<file path="src/rtl/frame_checker_pkg.sv">
// Shared constants for the frame checker and the upstream framing interface.
// Holds frame-type codes, confirmation codes, CRC-32 constants, byte offsets
// within a frame, and the one-hot state encoding of the checker FSM.
package frame_checker_pkg;

    // Frame type byte values
    localparam logic [7:0] FrmFirst  = 8'h00;
    localparam logic [7:0] FrmLast   = 8'h01;
    localparam logic [7:0] FrmNormal = 8'h02;
    localparam logic [7:0] FrmSingle = 8'h03;

    // Confirmation codes returned to the PC
    localparam logic [7:0] CodeOkay  = 8'h05;
    localparam logic [7:0] CodeError = 8'h04;
    localparam logic [7:0] CodeFatal = 8'h08;

    // CRC-32/IEEE, reflected form
    localparam logic [31:0] CrcPoly   = 32'hEDB88320;
    localparam logic [31:0] CrcInit   = 32'hFFFFFFFF;
    localparam logic [31:0] CrcXorOut = 32'hFFFFFFFF;

    // Byte offsets inside a frame
    localparam int unsigned OffType = 0;
    localparam int unsigned OffLen  = 1;
    localparam int unsigned OffNum  = 3;
    localparam int unsigned OffPay  = 7;
    localparam int unsigned OffCrc  = 71;

    typedef enum logic [5:0] {
        StIdle    = 6'b000001,
        StCrc     = 6'b000010,
        StCheck   = 6'b000100,
        StDeliver = 6'b001000,
        StConfirm = 6'b010000,
        StRearm   = 6'b100000
    } state_e;

endpackage

</file>
<file path="src/rtl/crc32_byte.sv">
// One-byte step of reflected CRC-32. Purely combinational.
// Ports:
//   crc_i  - running CRC register value
//   data_i - next message byte
//   crc_o  - CRC register value after absorbing data_i
module crc32_byte
    import frame_checker_pkg::*;
(
    input  logic [31:0] crc_i,
    input  logic [7:0]  data_i,
    output logic [31:0] crc_o
);

    always_comb begin
        crc_o = crc_i ^ {24'h000000, data_i};
        for (int i = 0; i < 8; i++) begin
            crc_o = crc_o[0] ? ((crc_o >> 1) ^ CrcPoly) : (crc_o >> 1);
        end
    end

endmodule

</file>
<file path="config.mk">
export PLATFORM = sky130hd
export DESIGN_NAME = crc32_byte
export DESIGN_NICKNAME = d
export VERILOG_FILES = /design/src/rtl/frame_checker_pkg.sv /design/src/rtl/crc32_byte.sv
export SDC_FILE = /design/constraint.sdc
export NUM_CORES = 1
export LEC_CHECK = 0
export ABC_AREA = 1
export CORE_MARGIN = 8
export CORE_UTILIZATION = 45
export DETAILED_ROUTE_END_ITERATION = 8
export GPL_ROUTABILITY_DRIVEN = 0
export PLACE_DENSITY = 0.9
export SETUP_SLACK_MARGIN = 0.3
export SYNTH_ARGS = -nofsm -noshare
export SYNTH_HDL_FRONTEND = slang
export SYNTH_SLANG_ARGS = --single-unit
</file>
<file path="constraint.sdc">
create_clock -name vclk -period 2
set_input_delay 0.3 -clock vclk [all_inputs]
set_output_delay 0.3 -clock vclk [all_outputs]
set_load 0.02 [all_outputs]
</file>
==> impl_metrics.yaml, run 1 <==
outcome:
  status: "aborted with a tool error"
  haltStage: "5_1_grt"
  error: "[ERROR DPL-0033] detailed placement checks failed during check placement."
die:
  die_x_microns: 71.3
  start_util_pct: 46.1
  fp-row-count: 20
  die_h_microns: 71.3
  pin_count: 72
yosys:
  synth-simple-area-share_pct: 65.3
  syn-num-nets: 297
  syn_inst: 257
  synth_fa_ha_area_share_pct: 0
  synth_compound_area_share_pct: 0
  ys_types: 17
  syn_avg_cell_area_sq_um: 5.35
  ys_seq_area_share_pct: 0
  syn_area_sq_um: 1370
  synth_top_family_by_area: "simple AND/OR/NAND/NOR gates"
  yosysWarnings: 0
  synthMuxAreaShare_pct: 0
  synth_xor_area_share_pct: 23.1
placement:
  dpl.hpwl_microns: 3730
  dpl_worst_slack_ns: -0.543
  portBuffers: 72
clock_network:
  postCtsHoldBufs: 0
timing:
  grt-worst-endpoint: "crc_o[26]"
  endpoint_type: "primary output"
global_route:
  grt_start_max_net_pins: 9
  antenna_found_initial: 0
## cell families after synthesis
family        after synthesis
xor+xnor                   33
buf+inv                    41
simple gates              183
## timing repair
| action | in CTS |
|---|---|
| pin swaps | 42 |
| gates resized for setup | 260 |
| setup buffers | 2 |
| endpoints found under the setup margin | 32 |
## synth_stat cells, drive strengths merged
library cell	instances	area, sq um
xnor3	1	22.5
nand2	156	753
xor2	25	226
inv	41	159
or2	2	12.5
nand3	24	125
nand4	1	6.26
xnor2	7	68.8
## per-stage QoR
step	cell area, sq um	utilization, %	std cells
floorplan	1370	-	257
global placement	2320	78.0	387
detailed placement	2320	78.0	387
CTS	2430	81.5	389
==> inputs of run 2 (changes only) <==
--- a/config.mk
+++ b/config.mk
@@ -6,12 +6,11 @@
 export NUM_CORES = 1
 export LEC_CHECK = 0
 export ABC_AREA = 1
-export CORE_MARGIN = 8
-export CORE_UTILIZATION = 45
+export CORE_AREA = 8 8 69 71
 export DETAILED_ROUTE_END_ITERATION = 8
+export DIE_AREA = 0 0 77 79
 export GPL_ROUTABILITY_DRIVEN = 0
-export PLACE_DENSITY = 0.9
-export SETUP_SLACK_MARGIN = 0.3
+export PLACE_DENSITY_LB_ADDON = 0.15
 export SYNTH_ARGS = -nofsm -noshare
 export SYNTH_HDL_FRONTEND = slang
 export SYNTH_SLANG_ARGS = --single-unit
==> run 2 against run 1 <==
Compared with the run above: area after synthesis did not move; the flow now finishes without violations; synthesized cell count stayed put.
==> impl_metrics.yaml, run 2 <==
job:
  maxCapViolations: 0
min_path:
  hold_class: "in2out"
  min_from: "crc_i[15]"
  hold_path_end: "crc_o[7]"
  worstHoldPathCells: 3
detailed_routing:
  wl_per_cell_microns: 10.6
  detail_route.iter0.violations: 50
  post_drt_via_cell_ratio: 4.32
  first_pass_iters: 4
  drtAntennaViolNets: 0
  drc: 0
  via_count: 1774
  wirelength_microns: 4340
finish:
  synthToLayoutAreaGrowth_pct: 72.2
  fin_util_pct: 62.3
  regArea_sq_um: 0
  design.seq.count: 0
  n_antenna_cell: 0
  multi_input_area_sq_um: 1280
  drive_above_1_share_pct: 32.4
  fillCellCount: 398
  final_cells: 411
  layout_common_cells: "nand2_1, buf_4, inv_1, nand2_2, clkdlybuf4s50_1"
  layout.nets: 403
  final_common_cell: "nand2_1"
  finalInstanceArea_sq_um: 2370
  n_clock_buffer: 0
pwr:
  switching_share_pct: 57.0
  clockPowerShare_pct: 0
  max-vdd-ir-drop_mv: 0.207
  internal_power_mw: 0.443
  power.switching_mw: 0.588
  power_per_cell_area_nw_per_um2: 436
  p_seq_share_pct: 0
  p_leak_nw: 1.41
  combPwrFrac_pct: 100.0
timing:
  setup_tns_ns: 0
  period_minus_slack_ns: 1.92
  rsz0062_at_grt: "yes"
  relSlewSlack_pct: 83.7
  worst_slew_pin_slew_ns: 0.245
  final-hold-violation-count: 0
  finalCritPeriodShare_pct: 95.8
  clock.fmax_mhz: 522
  final_max_slew_viol_count: 0
  final-setup-viol-count: 0
yosys:
  syn_avg_cell_area_sq_um: 5.35
  ys_seq_area_share_pct: 0
  yosys.area.top_type_share_pct: 33.3
  synth_common_cells: "nand2_1, inv_1, xor2_1, nand3_1, nand2_2"
  syn_area_sq_um: 1370
  syn_inst: 257
  syn-num-nets: 297
  ys_types: 17
  synth.most_common_cell: "nand2_1"
  yosysWarnings: 0
  synth_area_leaders: "nand2_1, xor2_1, inv_1"
  yosys.area.top_type: "nand2_1"
global_route:
  grt_start_max_net_pins: 9
  overflow: 0
  grt_pass1_vias: 1764
  grt_usage_pct: 14.0
  antenna_found_initial: 0
  grt_pass1_wl_microns: 7460
die:
  die_h_microns: 79
  die_x_microns: 77
  dieArea_sq_um: 6080
  pin_count: 72
  fp-row-count: 23
  core-area_sq_um: 3800
  start_util_pct: 36.2
critical_path:
  crit_path_end_kind: "primary output"
  startpoint: "data_i[1]"
  worstPathMaxFanout: 8
  arrival_ns: 1.62
  worstSetupStartpointType: "input port"
  worstPathRequired_ns: 1.70
  path_class: "in2out"
outcome:
  status: "completed"
placement:
  dpl.hpwl_microns: 3790
  dpl.cell_count: 404
  portBuffers: 72
  placed_area_sq_um: 2340
-- run 2: cell counts after synthesis --
Identical to the previous run, type by type.
-- run 2: how the worst max path moves through the flow --
stage                end  depth (start not counted)
6_report        crc_o[5]                         10
5_1_grt         crc_o[5]                          9
4_1_cts        crc_o[13]                          9
3_5_place_dp   crc_o[19]                         12
3_3_place_gp   crc_o[19]                         12
2_1_floorplan  crc_o[27]                          8
-- run 2: critical path, cell delays in order --
cell and delay, ns:
dlygate4sd2_1 0.26, inv_1 0.08, nand2_1 0.08, nand2_4 0.12
nand2_2 0.08, nand2_4 0.13, buf_4 0.13, nand3_1 0.06
nand2_1 0.06, clkdlybuf4s15_1 0.31
-- run 2: stage by stage --
stage / power [mW] / setup WS, ns / hold WS (ns)
after floorplan: 0.604 / 0.415 / 0.728
after CTS: 1.03 / 0.00633 / 1.29
after detailed placement: 1.10 / -0.558 / 1.67
after global routing: 1.14 / -0.0263 / 1.32
after global placement: 1.09 / -0.523 / 1.67
final: 1.03 / 0.0838 / 1.28
-- run 2: metal layers --
layer / up-vias / global-route usage, % / share of wire, %
met5: - / 0 / 0
met4: 0 / 0.377 / 0.30
met3: 2 / 3.05 / 5.2
met2: 35 / 27.8 / 51
met1: 765 / 15.5 / 43
li1: 972 / - / -
-- run 2: cell type report --
cell class | instances | area share (%)
inverters | 41 | 6.72
multi-input cells | 216 | 54.3
well taps | 50 | 2.64
repair buffers | 104 | 36.3
-- run 2: cells by family after synthesis --
kind of cell / count (synthesis) / share of synthesized area (%)
and+or+nand+nor: 183 / 65.3
buffers and inverters: 41 / 11.6
xor gates and xnor gates: 33 / 23.1
-- run 2: repair_timing --
| item | in CTS | in global routing |
|---|---|---|
| gates resized for setup | 119 | 28 |
| hold buffers | 0 | 0 |
| setup endpoints to repair | 32 | 14 |
| buffers inserted | 4 | 3 |
| pin swaps | 12 | 6 |
| endpoints found under the hold margin | 0 | 0 |
-- run 2: power by group through the flow --
stage	logic (mW)	clock network (mW)	registers (mW)
detailed placement	1.10	0	0
floorplan	0.604	0	0
finish	1.03	0	0
global placement	1.09	0	0
CTS	1.03	0	0
global route	1.14	0	0
Note: power is estimated with default switching activity, not from simulation.
